$ cat src/rtl/imem_loader_pkg.sv
// Shared types and constants for the boot-time instruction loader.
package imem_loader_pkg;

  // Loader sequencing states
  typedef enum logic [2:0] {
    IDLE = 3'd0,
    LEN0 = 3'd1,
    LEN1 = 3'd2,
    DATA = 3'd3,
    CSUM = 3'd4,
    DONE = 3'd5,
    ERR  = 3'd6
  } state_t;

  // Codes reported on the error output
  localparam logic [1:0] ERR_NONE    = 2'd0;
  localparam logic [1:0] ERR_CSUM    = 2'd1;
  localparam logic [1:0] ERR_LEN     = 2'd2;
  localparam logic [1:0] ERR_TIMEOUT = 2'd3;

endpackage

$ cat src/rtl/imem_loader_word_packer.sv
// Packs four accepted bytes into one little-endian 32-bit word.
module loader_word_packer
  import imem_loader_pkg::*;
(
  input  logic        clk,
  input  logic        rst_n,
  input  logic        clear,
  input  logic        byte_valid,
  input  logic [7:0]  byte_in,
  output logic        word_ready,
  output logic [31:0] word
);

  logic [1:0]  idx_reg;
  logic [23:0] shift_reg;

  // The newest byte lands on top, so the first byte of a word ends up in bits [7:0]
  assign word       = {byte_in, shift_reg};
  assign word_ready = byte_valid && (idx_reg == 2'd3);

  // Byte index and partial-word shift register
  always_ff @(posedge clk or negedge rst_n) begin
    if (!rst_n) begin
      idx_reg   <= 2'd0;
      shift_reg <= 24'd0;
    end else if (clear) begin
      idx_reg   <= 2'd0;
      shift_reg <= 24'd0;
    end else if (byte_valid) begin
      idx_reg   <= idx_reg + 2'd1;
      shift_reg <= word[31:8];
    end
  end

endmodule

$ cat src/rtl/imem_loader.sv
// Boot loader: receives a length-prefixed, XOR-checksummed byte frame, writes
// the packed words to IMEM from address 0 and releases the CPU once verified.
module imem_loader
  import imem_loader_pkg::*;
#(
  parameter int ADDR_W  = 11,
  parameter int TIMEOUT = 50000
) (
  input  logic              clk_in,
  input  logic              reset,
  input  logic              start,
  input  logic [7:0]        rx_data,
  input  logic              rx_valid,
  output logic              rx_ready,
  output logic              im_we,
  output logic [ADDR_W-1:0] im_waddr,
  output logic [31:0]       im_wdata,
  output logic              cpu_rst,
  output logic              busy,
  output logic              done,
  output logic [1:0]        error,
  output logic [ADDR_W:0]   words_loaded
);

  localparam int TMR_W = $clog2(TIMEOUT + 1);

  state_t           state_reg, state_next;
  logic [1:0]       error_next;
  logic [7:0]       len_lo_reg;
  logic [15:0]      len_reg;
  logic [7:0]       csum_reg;
  logic [TMR_W-1:0] timer_reg;

  logic        accept, load_start, timer_expire, data_byte, last_word;
  logic        word_ready;
  logic [31:0] packed_word;
  logic [16:0] len_rx;

  assign accept     = rx_valid && rx_ready;
  assign load_start = start && ((state_reg == IDLE) || (state_reg == DONE) || (state_reg == ERR));
  assign data_byte  = accept && (state_reg == DATA);
  // Expires on the cycle the idle count would reach TIMEOUT; an accepted byte always wins
  assign timer_expire = rx_ready && !accept && ((int'(timer_reg) + 1) == TIMEOUT);
  // Full frame length as it arrives with the high byte
  assign len_rx    = {1'b0, rx_data, len_lo_reg};
  // The final word's 4th byte moves straight to CSUM so the strobe cycle can already take the checksum byte
  assign last_word = word_ready && ((int'(words_loaded) + 1) == int'(len_reg));

  loader_word_packer u_packer (
    .clk        (clk_in),
    .rst_n      (reset),
    .clear      (load_start),
    .byte_valid (data_byte),
    .byte_in    (rx_data),
    .word_ready (word_ready),
    .word       (packed_word)
  );

  // State register
  always_ff @(posedge clk_in or negedge reset) begin
    if (!reset) state_reg <= IDLE;
    else        state_reg <= state_next;
  end

  // Next-state and error-code selection
  always_comb begin
    state_next = state_reg;
    error_next = error;
    case (state_reg)
      IDLE, DONE, ERR: begin
        if (start) begin
          state_next = LEN0;
          error_next = ERR_NONE;
        end
      end
      LEN0: begin
        if (accept) begin
          state_next = LEN1;
        end else if (timer_expire) begin
          state_next = ERR;
          error_next = ERR_TIMEOUT;
        end
      end
      LEN1: begin
        if (accept) begin
          if (int'(len_rx) > (1 << ADDR_W)) begin
            state_next = ERR;
            error_next = ERR_LEN;
          end else if (len_rx == 17'd0) begin
            state_next = CSUM;
          end else begin
            state_next = DATA;
          end
        end else if (timer_expire) begin
          state_next = ERR;
          error_next = ERR_TIMEOUT;
        end
      end
      DATA: begin
        if (last_word) begin
          state_next = CSUM;
        end else if (timer_expire) begin
          state_next = ERR;
          error_next = ERR_TIMEOUT;
        end
      end
      CSUM: begin
        if (accept) begin
          if (rx_data == csum_reg) begin
            state_next = DONE;
          end else begin
            state_next = ERR;
            error_next = ERR_CSUM;
          end
        end else if (timer_expire) begin
          state_next = ERR;
          error_next = ERR_TIMEOUT;
        end
      end
      default: state_next = IDLE;
    endcase
  end

  // State-decoded status outputs
  always_comb begin
    rx_ready = 1'b0;
    busy     = 1'b0;
    done     = 1'b0;
    cpu_rst  = 1'b1;
    case (state_reg)
      LEN0, LEN1, DATA, CSUM: begin
        rx_ready = 1'b1;
        busy     = 1'b1;
      end
      DONE: begin
        done    = 1'b1;
        cpu_rst = 1'b0;
      end
      default: ;
    endcase
  end

  // Datapath: length capture, checksum, IMEM write port, word count and idle timer
  always_ff @(posedge clk_in or negedge reset) begin
    if (!reset) begin
      im_we        <= 1'b0;
      im_waddr     <= '0;
      im_wdata     <= 32'd0;
      error        <= ERR_NONE;
      words_loaded <= '0;
      len_lo_reg   <= 8'd0;
      len_reg      <= 16'd0;
      csum_reg     <= 8'd0;
      timer_reg    <= '0;
    end else begin
      im_we <= word_ready;
      error <= error_next;
      if (load_start) begin
        words_loaded <= '0;
        csum_reg     <= 8'd0;
        len_reg      <= 16'd0;
      end
      if (accept && (state_reg == LEN0)) len_lo_reg <= rx_data;
      if (accept && (state_reg == LEN1)) len_reg    <= {rx_data, len_lo_reg};
      if (data_byte) csum_reg <= csum_reg ^ rx_data;
      if (word_ready) begin
        im_waddr     <= words_loaded[ADDR_W-1:0];
        im_wdata     <= packed_word;
        words_loaded <= words_loaded + (ADDR_W+1)'(1);
      end
      if (load_start || accept || !rx_ready) timer_reg <= '0;
      else                                   timer_reg <= timer_reg + TMR_W'(1);
    end
  end

endmodule

$ cat config.mk
export PLATFORM = sky130hd
export DESIGN_NAME = imem_loader
export DESIGN_NICKNAME = d
export VERILOG_FILES = /design/src/rtl/imem_loader_pkg.sv /design/src/rtl/imem_loader_word_packer.sv /design/src/rtl/imem_loader.sv
export SDC_FILE = /design/constraint.sdc
export NUM_CORES = 1
export LEC_CHECK = 0
export CORE_MARGIN = 1
export CORE_UTILIZATION = 60
export DETAILED_ROUTE_END_ITERATION = 16
export GPL_ROUTABILITY_DRIVEN = 0
export MAX_ROUTING_LAYER = met4
export PLACE_DENSITY = 0.82
export SLEW_MARGIN = 20
export SYNTH_ARGS = -nofsm -noshare
export SYNTH_HDL_FRONTEND = slang
export SYNTH_SLANG_ARGS = --single-unit
$ cat constraint.sdc
create_clock -name clk_in -period 7.1 [get_ports clk_in]
set_input_delay 0.71 -clock clk_in [delete_from_list [all_inputs] [get_ports clk_in]]
set_output_delay 0.71 -clock clk_in [all_outputs]
set_load 0.03 [all_outputs]
---- Word level (Yosys, flattened, before mapping) ----
Index checks and enable logic that the tools add are counted.
word-level totals
  register bits ........................... 135
  output and inout port bits .............. 62
  logic and storage cells ................. 91
cells by class
  add/subtract/negate cells ............... 5
  order comparisons ....................... 1
  equality and inequality tests ........... 15
  mux-type cells .......................... 33
  bitwise gates (word level) .............. 1
  reduce and logical (&&, ||, !) cells .... 24
operator list
  cell                                                    count
  two-way mux 16 bit                                      3
  two-way mux 24 bit                                      2
  two-way mux 12 bit                                      2
  two-way mux 3 bit                                       8
  two-way mux 2 bit                                       11
  adder 16 x 1 -> 17 bit (second input constant)          1
  equality test 17 x 16 -> 1 bit (second input constant)  1
  zero test 17 bit                                        1
  adder 16 x 1 -> 16 bit (second input constant)          1
  equality test 13 x 16 -> 1 bit                          1
  > comparator 16 x 12 -> 1 bit (second input constant)   1
  two-way mux 8 bit                                       2
  case mux 3 bit (5 select lines)                         1
  adder 12 x 1 -> 13 bit (second input constant)          1
  adder 12 x 1 -> 12 bit (second input constant)          1
  case mux 2 bit (5 select lines)                         1
  equality test 3 bit (second input constant)             3
  logical AND 1 bit                                       9
  equality test 8 bit                                     1
  bitwise XOR 8 bit                                       1
  equality test 3 x 2 -> 1 bit (second input constant)    2
  inequality test 2 bit (second input constant)           3
  inequality test 3 bit (second input constant)           2
  AND reduction 6 bit                                     1
  11 further kinds                                        19

---- Longest topological paths before layout ----
Gate-level depths: netlist of the first run.
  depth after elaboration ................. 10
  depth in mapped cells ................... 10
  depth with buffers taken out ............ 8

---- By module ----
A second synthesis of the first run with hierarchy kept.
second synthesis, totals
  cells, all modules ...................... 654
  area, all modules ....................... 6742.7 sq um
by module, submodules not included
  module              instances  cells an instance  area an instance (sq um)
  imem_loader         1          560                5589.1
  loader_word_packer  1          94                 1153.6

---- Worst setup path before layout of the first run ----
No wires, ideal clock.
  path type ............................... register to register
  from .................................... register words_loaded[1]
  to ...................................... register state_reg[0]
  library setup time ...................... 120 ps
  arrival ................................. 2602 ps
  data required time ...................... 6980 ps
  path slack .............................. 4378 ps
  cell stages (with the launch flop) ...... 9
  path buffers ............................ 1
  cell sequence ........................... dfrtp_1 ha_1 clkbuf_2 nand3_1 or3_4 or4_4 a2111oi_4 nor3_2 a31o_1
between the ends
  word-level cells in the longest chain between the ends .. 5
RTL lines
  item                             line                text
  from (decl)                      imem_loader.sv:22   output logic [ADDR_W:0] words_loaded
  from (signal assigned)           imem_loader.sv:169  words_loaded <= words_loaded + (ADDR_W+1)'(1);
  adder 12 x 1 -> 13 bit           imem_loader.sv:47   assign last_word = word_ready && ((int'(words_loaded) + 1) == int'(len_reg));
  equality test 13 x 16 -> 1 bit   imem_loader.sv:47
  logical AND 1 bit                imem_loader.sv:47
  two-way mux 3 bit                imem_loader.sv:100  if (last_word) begin
  case mux 3 bit (5 select lines)  imem_loader.sv:69   case (state_reg)
  to (signal assigned)             imem_loader.sv:62   else state_reg <= state_next;
  to (decl)                        imem_loader.sv:27   state_t state_reg, state_next;
Every way passes these cells.
A chain may end at the register's enable or synchronous reset.

---- Worst setup path after layout of the first run ----
  from .................................... register state_reg[0]
  to ...................................... register state_reg[0]
between the ends
  word-level cells in the longest chain between the ends .. 10
  elaborated cells between the ends (all ways) .. 24
  classes of those cells .................. 7 x eq/ne; 7 x mux; 10 x reduce/logical
RTL lines
  item                                                  line                                                      text
  equality test 3 x 2 -> 1 bit (tied with other cells)  imem_loader.sv:41, imem_loader.sv:69, imem_loader.sv:130
  OR reduction 4 bit                                    imem_loader.sv:130                                        case (state_reg)
  two-way mux 1 bit                                     imem_loader.sv:130
  logical AND 1 bit                                     imem_loader.sv:39                                         assign accept = rx_valid && rx_ready;
  zero test 1 bit                                       imem_loader.sv:43                                         assign timer_expire = rx_ready && !accept && ((int'(timer_reg) + 1) == TIMEOUT);
  logical AND 1 bit (2 in a row)                        imem_loader.sv:43
  two-way mux 3 bit                                     -
  two-way mux 3 bit (on tied branches)                  -
  case mux 3 bit (5 select lines)                       imem_loader.sv:69
Several ways; a longest one is shown, not always the timed one.

==> results of run 1 <==
[per-stage QoR]
step                setup WS (ns)  hold slack [ns]  total power, mW  cell area (sq um)
floorplan                    4.38            0.414             1.36               6520
global placement             2.68            0.458             1.48               7210
detailed placement           2.54            0.458             1.51               7210
CTS                          3.03            0.330             2.40               7810
global route                 2.67            0.363             2.51               7810
finish                       3.01            0.290             2.38               7810
[cells in the mapped netlist, drive strengths merged, types with 9 or more instances]
library cell / count
dfrtp: 135
nor3: 9
a21oi: 37
xnor2: 22
o21ai: 49
mux2: 9
and3: 9
nor2: 42
xor2: 15
nand3: 19
nand2: 238
clkbuf: 39
buf: 9
nand4: 10
o31ai: 9
[critical path, cell delays in order, from the launching register on]
cell and delay, ns:
dfrtp_1 0.72, and4b_1 0.97, nand2_2 0.07, buf_4 0.35
inv_2 0.10, buf_4 0.44, nand4_1 0.12, or4_1 0.48
a2111oi_4 0.33, nor3_2 0.09, a31o_1 0.23
[final timing paths]
path                       slack (ns)                  start  cells after the start            to
max                              3.01           state_reg[0]                     10  state_reg[0]
min                              0.29                  reset                      1  im_waddr[10]
max reg2reg                      3.01           state_reg[0]                     10  state_reg[0]
min reg2reg                      0.47  u_packer.shift_reg[5]                      2   im_wdata[5]
max in group asynchronous        5.51                  reset                      2   csum_reg[6]
min in group clk_in              0.47  u_packer.shift_reg[5]                      2   im_wdata[5]
[report_power, final]
group,switching [mW],internal [mW]
sequential,0.117,0.874
combinational,0.308,0.206
clock,0.324,0.556
total,0.749,1.64
[routing by layer]
layer,up-vias,GRT usage,wire [um]
li1,2554,-,-
met1,2589,0.389,6330
met2,179,0.459,7210
met3,31,0.0674,809
met4,0,0.124,321
met5,-,-,0
[logic make-up (layout without fill, tap and decap cells)]
family,count (synthesis),after routing
adders and majority gates,3,3
muxes,13,13
AOI/OAI and AO/OA,122,122
DFF,135,135
and+or+nand+nor,363,363
buffers and inverters,57,119
xor gates and xnor gates,37,37
[final cells by class]
cell class / instances / area share
clock inverter: 10 / 0.0183
sequential: 135 / 0.433
multi-input combinational: 538 / 0.367
tap: 136 / 0.0218
inverter: 8 / 0.00384
clock buffer: 22 / 0.0580
timing repair buffer: 79 / 0.0990
==> out/results.ini, run 1 <==
[outcome]
status=finished, final reports clean

[synth]
synthTopCellsByArea=dfrtp_1 (52%), nand2_1 (14%), o21ai_0 (3.8%)
synth.distinct_cells=64
synth_top_family_by_area=simple AND/OR/NAND/NOR gates
synth_top_cell_by_area=dfrtp_1
ys.flop_type=dfrtp_1
synth_seq_cells=135
synth.avg_cell_area_sq_um=8.93
synth_warnings=0
synth_edf_count=0
yosysSeqAreaShare=0.518
syn_nets=745
async_reset_ff_frac=1.00
netlist_area_sq_mm=0.00652
yosys.area.top_type_share=0.518
synthCells=730
synth_compound_area_frac=0.114
synthMuxAreaShare=0.0217
yosys.area_share.simple=0.247
synth_xor_area_frac=0.0497
synthAdderAreaFrac=0.00576

[final_layout]
nets=794
drive_above_1_share=0.0783
seq_area_sq_mm=0.00338
final_cells=928
fin_util=0.750
largest_reg_flops=32
layout_commonest_cell=nand2_1
n_fill_cell=747
syn2layout_area_growth_pct=19.9
antennaDiodeCount=0
layout_common_cells=nand2_1 (237), dfrtp_1 (135), clkdlybuf4s50_1 (72)
multi_input_area_sq_mm=0.00286

[detailed_routing]
dr.pass1.iters=5
antenna_left=0
avgViaCountPerCell=5.77
vias=5353
routedWlPerCell_um=15.8
drt_iter0_drc=343
routed_wl_mm=14.7
drc=0

[setup_path]
critPathArrivalTime_ns=4.52
crit_required_ns=7.53
crit_type=reg2reg
worstPathMaxFanout=59
start_kind=register
end_kind=register

[timing]
slew_viol_final=0
min_period_over_period=0.576
min_period_ns=4.09
setup_violations=0
max_slew_margin=0.328
hold_viol=0
worstMarginPinSlew_ns=1.01
rsz0062_at_grt=no
final.setup.tns_ns=0
finClkSkew_ns=0.00702
max_freq_ghz=0.244

[clock_tree]
root_buffer=clkbuf_8
cts_sinks=135
clk_latency_ns=0.53
hold_buffers=0
htreeDepth=4
clkTransAtPathRegs_ns=0.06
cts_tree=done
post_cts_buffers=0
cts_buffers=17
cts_buffer_depth=2
cts_resized=0

[global_routing]
grt_pass1_vias=5342
gr-usage-all-layers=0.300
gr-total-overflow=0
grt_max_degree=76
grt_pass1_wl_mm=25.6
antenna_found_initial=0

[power]
power_density_mw_per_mm2=305
ir_drop_mv=0.232
p_leak_nw=3.50

[place]
dp_cells=896
numPortBuffers=73
dpl.hpwl_mm=9.55

[die]
dieArea_sq_mm=0.0113
rows=37
die_y_um=106
initial_core_util=0.626
die_width_um=106
core_area_sq_mm=0.0104
num_io_pins=74

[flow_run]
maxCapViolations=0

[min_path]
min_path_type=in2async

No activity file was read; power rests on OpenSTA's default activity.
==> run 2: changes to the inputs <==
Settings changed: CORE_UTILIZATION 60 to 51, PLACE_DENSITY 0.82 to 0.74.
Clock period 7.1 ns to 3.3 ns, I/O delays scaled along.
==> out/results.ini, run 2 (synthesis gave the netlist of run 1 again) <==
[outcome]
status=finished, final reports clean

[power]
sequentialPowerShare=0.419  ; +0.003
power_frac_comb=0.222  ; +0.006
swShare=0.320  ; +0.00632
p_leak_nw=3.53  ; +0.71%
ir_drop_mv=0.392  ; +69%
pwr-share-clk=0.359  ; -0.010
power_density_mw_per_mm2=648  ; +110%
p_sw_mw=1.64  ; +120%
power_mw=5.11  ; +110%
p_int_mw=3.48  ; +110%

[final_layout]
layout_common_cells=nand2_1 (237), dfrtp_1 (135), clkdlybuf4s50_1 (72)
final_cells=967  ; +4.2%
nets=801  ; +0.88%
n_fill_cell=1034  ; +38%
largest_reg_flops=32  ; unchanged
syn2layout_area_growth_pct=21.1
fin_area_sq_mm=0.00789  ; +1.1%
layout_commonest_cell=nand2_1
drive_above_1_share=0.0839  ; +0.00557
fin_util=0.646  ; -0.103
antennaDiodeCount=0  ; unchanged

[setup_path]
rr_worst_depth=7  ; -3
worstPathMaxFanout=11  ; -81%
start_kind=register
crit_type=reg2reg
critPathArrivalTime_ns=3.15  ; -1.37 ns
end_kind=register
crit_required_ns=3.61  ; -3.92 ns

[timing]
setup_violations=0  ; unchanged
hold_viol=0  ; unchanged
slew_viol_final=0  ; unchanged
min_period_ns=2.85  ; -1.24 ns
worstMarginPinSlew_ns=0.793  ; -0.214 ns
finClkSkew_ns=0.0107  ; +0.00371 ns
max_slew_margin=0.464  ; +0.136
min_period_over_period=0.863  ; +0.287
final.setup.tns_ns=0  ; unchanged
max_freq_ghz=0.351  ; +44%
rsz0062_at_grt=no

[die]
die_y_um=115  ; +8.3%
num_io_pins=74  ; unchanged
rows=40  ; +8.1%
initial_core_util=0.534  ; -0.0920
die_width_um=115  ; +8.3%
core_area_sq_mm=0.0122  ; +17%
dieArea_sq_mm=0.0132  ; +17%

[clock_tree]
cts_resized=0  ; unchanged
hold_buffers=1  ; +1
cts_tree=done
clk_latency_ns=0.43  ; -0.10 ns
root_buffer=clkbuf_16
htreeDepth=4  ; unchanged
cts_sinks=135  ; unchanged
clkTransAtPathRegs_ns=0.06  ; about the same
post_cts_buffers=0  ; unchanged
cts_buffers=17  ; unchanged
cts_buffer_depth=2  ; unchanged

[global_routing]
grt_pass1_wl_mm=25.5  ; -0.24%
gr-usage-all-layers=0.256  ; -0.0440
antenna_found_initial=0  ; unchanged
grt_max_degree=81  ; +6.6%
grt_pass1_vias=5205  ; -2.6%
gr-total-overflow=0  ; unchanged

[place]
dp_cells=934  ; +4.2%
dpl.hpwl_mm=9.72  ; +1.8%
numPortBuffers=73  ; unchanged
dpl_cell_area_sq_mm=0.00731  ; +1.3%

[detailed_routing]
dr.pass1.iters=4  ; -1
routedWlPerCell_um=15.2  ; -3.6%
drt_iter0_drc=326  ; -5.0%
drc=0  ; unchanged
avgViaCountPerCell=5.53  ; -4.1%
routed_wl_mm=14.7  ; +0.45%
vias=5350  ; -0.056%
antenna_left=0  ; unchanged

[min_path]
hold_depth=2
min_path_type=reg2reg

[flow_run]
maxCapViolations=0  ; unchanged

==> run 2: stage by stage <==
step           hold slack [ns]  setup WS (ns)
3_3_place_gp             0.428          0.599
3_5_place_dp             0.435          0.496
2_1_floorplan           0.0344          0.578
4_1_cts                  0.468          0.481
5_1_grt                  0.490          0.266
6_report                 0.464          0.452
==> run 2: power by group through the flow <==
stage / clock [mW] / sequential (mW) / combinational, mW
final: 1.84 / 2.14 / 1.13
after global routing: 1.93 / 2.18 / 1.26
after CTS: 1.86 / 2.14 / 1.14
after detailed placement: 0 / 2.17 / 1.13
after global placement: 0 / 2.15 / 1.09
after floorplan: 0 / 2.07 / 0.857
==> run 2: path summary, 6_finish.rpt <==
check                                      start  slack, ns      endpoint
max                              words_loaded[0]       0.45  state_reg[0]
min                        u_packer.shift_reg[6]       0.46   im_wdata[6]
max reg2reg                      words_loaded[0]       0.45  state_reg[0]
min reg2reg                u_packer.shift_reg[6]       0.46   im_wdata[6]
max in group asynchronous                  reset       1.91  im_wdata[13]
min in group asynchronous                  reset       0.52   im_waddr[7]
==> run 2: critical path, cell delays in order, from the launching register on <==
cell and delay, ns:
dfrtp_1 0.53, ha_1 0.37, nand3_1 0.19, or3_4 0.40, or4_4 0.51, a2111oi_4 0.41
nor3_2 0.09, a31o_1 0.24
==> run 2: per-layer routing <==
layer	vias up	part of all wire	routed length, um	track usage
li1	2566	-	-	-
met1	2600	0.46	6730	0.338
met2	159	0.48	7030	0.392
met3	25	0.045	661	0.0501
met4	0	0.022	323	0.0987
met5	-	0	0	-
==> run 2: final cells by class <==
class                      count  area [sq um]  share of cell area
tap                          168           210              0.0266
sequential                   135          3380               0.428
inverter                       8          30.0             0.00380
clock inverter                11           125              0.0159
timing repair buffer          86           841               0.107
multi-input combinational    538          2860               0.362
clock buffer                  21           450              0.0571
==> run 3: changes to the inputs <==
Settings changed: ABC_CLOCK_PERIOD_IN_PS from default to 3300.
==> results of run 3 <==
No change in the layout: final DEF, timing and power equal those of run 2.
